$ cat src/rtl/vend_ctrl.sv
// Coin-operated vending controller: credits 0.5/1-yuan coins, vends or refunds, holds the result display.
// Optional inactivity refund in COLLECT is built when VEND_TIMEOUT_EN is defined.
module vend_ctrl #(
    parameter int unsigned PRICE          = 5,
    parameter int unsigned MAX_BAL        = 20,
    parameter int unsigned HOLD_CYCLES    = 100_000_000,
    parameter int unsigned TIMEOUT_CYCLES = 1_500_000_000
) (
    input  logic       clk,
    input  logic       rst_n,
    input  logic       coin_5j,
    input  logic       coin_1y,
    input  logic       sel_btn,
    input  logic       cancel_btn,
    output logic [1:0] status,
    output logic [4:0] balance,
    output logic [4:0] change_out,
    output logic       dispense,
    output logic       coin_reject
);

    localparam int unsigned BAL_W  = 5;
    localparam int unsigned SUM_W  = 6;
    localparam int unsigned HOLD_W = (HOLD_CYCLES > 1) ? $clog2(HOLD_CYCLES) : 1;

    // Encoding doubles as the status code driven to the LED stage.
    typedef enum logic [1:0] {
        S_IDLE     = 2'b00,
        S_COLLECT  = 2'b10,
        S_REFUND   = 2'b01,
        S_DISPENSE = 2'b11
    } state_e;

    state_e              state_q, state_d;
    logic [BAL_W-1:0]    balance_q, balance_d;
    logic [BAL_W-1:0]    change_q, change_d;
    logic                dispense_q, dispense_d;
    logic                reject_q, reject_d;
    logic [HOLD_W-1:0]   hold_q, hold_d;

    logic [1:0]          coin_val;
    logic                coin_any;
    logic                coin_ok;
    logic                holding;
    logic                hold_done;
    logic [SUM_W-1:0]    sum;
    logic [SUM_W-1:0]    credit;

`ifdef VEND_TIMEOUT_EN
    localparam int unsigned TMO_W = (TIMEOUT_CYCLES > 1) ? $clog2(TIMEOUT_CYCLES) : 1;
    logic [TMO_W-1:0]    tmo_q, tmo_d;
    logic                activity;
    assign activity = coin_any | sel_btn | cancel_btn;
`else
    logic unused_tmo;
    assign unused_tmo = ^32'(TIMEOUT_CYCLES);
`endif

    // Simultaneous coins add up (1 + 2 = 3); sum is one bit wider than balance so it never wraps.
    assign coin_val  = {coin_1y, coin_5j};
    assign coin_any  = |coin_val;
    assign sum       = SUM_W'(balance_q) + SUM_W'(coin_val);
    assign coin_ok   = coin_any && (sum <= SUM_W'(MAX_BAL));
    assign credit    = coin_ok ? sum : SUM_W'(balance_q);
    assign holding   = (state_q == S_DISPENSE) || (state_q == S_REFUND);
    assign hold_done = (hold_q == HOLD_W'(HOLD_CYCLES - 1));

    always_ff @(posedge clk or negedge rst_n) begin
        if (!rst_n) begin
            state_q    <= S_IDLE;
            balance_q  <= '0;
            change_q   <= '0;
            dispense_q <= 1'b0;
            reject_q   <= 1'b0;
            hold_q     <= '0;
`ifdef VEND_TIMEOUT_EN
            tmo_q      <= '0;
`endif
        end else begin
            state_q    <= state_d;
            balance_q  <= balance_d;
            change_q   <= change_d;
            dispense_q <= dispense_d;
            reject_q   <= reject_d;
            hold_q     <= hold_d;
`ifdef VEND_TIMEOUT_EN
            tmo_q      <= tmo_d;
`endif
        end
    end

    // Coins are credited before buttons are evaluated; cancel outranks select.
    always_comb begin
        state_d    = state_q;
        balance_d  = balance_q;
        change_d   = change_q;
        dispense_d = 1'b0;
        reject_d   = coin_any && (holding || !coin_ok);
        hold_d     = '0;
`ifdef VEND_TIMEOUT_EN
        tmo_d      = '0;
`endif
        unique case (state_q)
            S_IDLE: begin
                balance_d = BAL_W'(credit);
                if (coin_ok) begin
                    state_d = S_COLLECT;
                end
            end
            S_COLLECT: begin
                balance_d = BAL_W'(credit);
                if (cancel_btn) begin
                    state_d   = S_REFUND;
                    change_d  = BAL_W'(credit);
                    balance_d = '0;
                end else if (sel_btn && (credit >= SUM_W'(PRICE))) begin
                    state_d    = S_DISPENSE;
                    dispense_d = 1'b1;
                    change_d   = BAL_W'(credit - SUM_W'(PRICE));
                    balance_d  = '0;
                end
`ifdef VEND_TIMEOUT_EN
                else if (!activity) begin
                    if (tmo_q == TMO_W'(TIMEOUT_CYCLES - 1)) begin
                        state_d   = S_REFUND;
                        change_d  = balance_q;
                        balance_d = '0;
                    end else begin
                        tmo_d = tmo_q + TMO_W'(1);
                    end
                end
`endif
            end
            S_DISPENSE, S_REFUND: begin
                if (hold_done) begin
                    state_d  = S_IDLE;
                    change_d = '0;
                end else begin
                    hold_d = hold_q + HOLD_W'(1);
                end
            end
            default: state_d = S_IDLE;
        endcase
    end

    assign status      = state_q;
    assign balance     = balance_q;
    assign change_out  = change_q;
    assign dispense    = dispense_q;
    assign coin_reject = reject_q;

endmodule

$ cat config.mk
export PLATFORM = sky130hd
export DESIGN_NAME = vend_ctrl
export DESIGN_NICKNAME = d
export VERILOG_FILES = /design/src/rtl/vend_ctrl.sv
export SDC_FILE = /design/constraint.sdc
export NUM_CORES = 1
export LEC_CHECK = 0
export CAP_MARGIN = 20
export CORE_ASPECT_RATIO = 1.25
export CORE_UTILIZATION = 60
export CTS_BUF_LIST = sky130_fd_sc_hd__clkbuf_16
export CTS_CLUSTER_DIAMETER = 30
export DETAILED_ROUTE_END_ITERATION = 8
export PLACE_DENSITY = 0.91
export SETUP_SLACK_MARGIN = 0.5
export SYNTH_ARGS = -nofsm -noshare
export SYNTH_HDL_FRONTEND = slang
export SYNTH_SLANG_ARGS = --single-unit
$ cat constraint.sdc
create_clock -name clk -period 8.8 [get_ports clk]
set_input_delay 2.2 -clock clk [delete_from_list [all_inputs] [get_ports clk]]
set_output_delay 2.2 -clock clk [all_outputs]
set_load 0.1 [all_outputs]
==> impl_metrics.ini <==
[die]
die_x_um = 58.3
die-area_um2 = 4220
fp-row-count = 25
io_pins = 20
coreArea_um2 = 3780
start_util_pct = 62.8
die_y_um = 72.4

[timing]
relSlewSlack_pct = 35.3
slew_violations = 0
fin_tns_setup_ns = 0
hold_violations = 0
fin_skew_ns = 0.00571
layout_min_cycle_time_ns = 6.66
fin_crit_sh_pct = 75.7
worstMarginPinSlew_ns = 0.968
rsz0062_at_grt = false
fmax_ghz = 0.150
setup_viol_count_final = 0

[yosys]
synth_area_um2 = 2380
syn_nets = 261
yosysUniqueCellTypes = 59
synthCells = 250
synth-edff-count = 0
ys_seq_elements = 41
yosysWarningCount = 0
avgSynthCellArea_um2 = 9.51
ys.flop_type = dfrtp_1
postSynth.asyncResetShare_pct = 100
synth_seq_area_share_pct = 43.2

[routing]
drtIter0Drc = 100
routedWlPerCell_um = 16.0
postRouteAntennaNets = 0
vias_per_cell = 5.97
vias = 1927
drc = 0
wirelength_um = 5160
dr.pass1.iters = 4

[critical_path]
cp.required_ns = 8.97
cp_data_arrival_time_ns = 6.83
cp-end-kind = flop
worstPathMaxFanout = 8
cp-start-kind = primary input
critical_path_class = in2reg
slowest_stage = a222oi_1
cp_cell_sequence = clkdlybuf4s50_1 > ha_1 > inv_1 > fa_1 > xnor2_1 > a222oi_1 > o21ai_2 > mux2i_1 > inv_1 > ha_1 > nor3b_1 > o211ai_1 > nand3_1 > nor4b_4 > nor2_2 > o311ai_1
max_stage_delay_ns = 0.80

[clocking]
cts_tree = done
root_buffer = clkbuf_16
htreeDepth = 2
clockBufferDepth = 2
clock_sinks = 41
path_clk_slew_ns = 0.06
cts_setup_buffers = 0
cts_hold_buf = 0
numCtsBuffers = 5
clock_latency_ns = 0.28
cts_resized = 0

[grt]
grt_pass1_vias = 1942
grt_first_pass_wirelength_um = 8710
antenna_found_initial = 0
grt_usage_pct = 27.2
grt_start_max_net_pins = 42
gr-total-overflow = 0

[layout]
final_common_cell = dfrtp_1
drive_gt1_share_pct = 7.43
layout_common_cells = dfrtp_1, nor2_1, nand2_1, xor2_1, clkdlybuf4s50_1
final_util_pct = 73.0
nets = 280
diodes = 0
area_delta_synth_final_pct = 16.3

[placed_design]
place_congestion = 0.848
dp_hpwl_um = 3660
port_buffers = 19

[power]
cellPowerDensity_nw_per_um2 = 158
leakage_nw = 1.24
ir_worst_vdd_uv = 76.4
power.total_mw = 0.437

[status]
status = completed

[hold_path]
hold_path_class = reg2reg

[flow_run]
maxCapViolCount = 0
## path summary, 6_finish.rpt
check / slack, ns / endpoint / cells after the start / startpoint
max: 2.14 / change_out[1] / 16 / coin_5j
min: 0.45 / hold_q[0] / 1 / hold_q[0]
max reg2reg: 4.22 / change_out[1] / 15 / balance[0]
min reg2reg: 0.45 / hold_q[0] / 1 / hold_q[0]
max in group asynchronous: 6.17 / hold_q[25] / 1 / rst_n
min in group asynchronous: 2.05 / hold_q[21] / 1 / rst_n
## flip-flops by register name (all words and copies together) (netlist names)
register / flops
dispense: 1
balance: 5
change_out: 5
hold_q: 27
coin_reject: 1
status: 2
## cells by family (layout without fill, tap and decap cells)
logic type	after synthesis	after routing	share of synthesized area [%]
and+or+nand+nor	114	114	25.5
AOI/OAI and AO/OA	41	41	13.2
DFF	41	41	43.2
xor gates and xnor gates	31	31	11.4
buffers and inverters	16	35	2.89
adders and majority gates	5	5	2.95
muxes	2	2	0.895
## synthesized netlist by cell type (2+ instances only)
cell      count  area, um^2
nor3_1        4        20.0
o22a_1        2        17.5
xnor2_1       9        78.8
clkbuf_1      5        18.8
nand2_1      24        90.1
nor4b_4       2        47.6
inv_1         8        30.0
nor2_1       36         135
xor2_1       22         193
and3_1       10        62.6
a21oi_1       3        15.0
and4_1        2        17.5
and2_1        3        18.8
o31ai_1       6        45.0
nor4_1        2        12.5
o21a_1        2        15.0
nor4b_1       2        17.5
o311ai_1      2        17.5
o21ai_0       7        35.0
nor2b_1       4        25.0
nand3_1      12        60.1
dfrtp_1      41        1030
ha_1          4        50.1
nor3b_1       2        15.0
nand4_1       2        12.5
## final cells by class
type | count | area, um^2
Tap cell | 54 | 67.6
Sequential cell | 41 | 1030
Timing Repair Buffer | 20 | 193
Inverter | 8 | 30.0
Multi-Input combinational cell | 193 | 1290
Clock buffer | 5 | 125
Clock inverter | 2 | 35.0
Fill cell | 276 | 1020
## power by group
part	switching [mW]	total [mW]	internal (mW)
clock network	0.0703	0.202	0.132
logic	0.0294	0.0449	0.0154
registers	0.000794	0.190	0.189
## routing by layer
layer	wire length (um)	GRT usage, %	up-vias
met5	0	0	-
met4	119	12.7	0
met1	2070	29.5	955
met2	2840	51.1	35
met3	136	3.92	13
li1	-	-	924
## metrics by stage
| stage | hold slack, ns | instance area (um^2) | setup WS [ns] | instances |
|---|---|---|---|---|
| 2_1_floorplan | 0.424 | 2380 | 3.03 | 250 |
| 3_3_place_gp | 0.437 | 2600 | 2.19 | 316 |
| 3_5_place_dp | 0.449 | 2600 | 1.93 | 316 |
| 4_1_cts | 0.456 | 2760 | 2.19 | 323 |
| 5_1_grt | 0.480 | 2760 | 1.78 | 323 |
| 6_report | 0.454 | 2760 | 2.14 | 323 |
## critical path: cells and delay by family
kind,cells,cell delay (ns)
XOR/XNOR,1,0.18
multiplexers,1,0.36
AND/OR/NAND/NOR,4,0.89
buffers and inverters,3,0.75
adder cells (fa/ha/maj),3,0.99
AO/OA/AOI/OAI,4,1.45
Note: power is estimated with default switching activity, not from simulation.
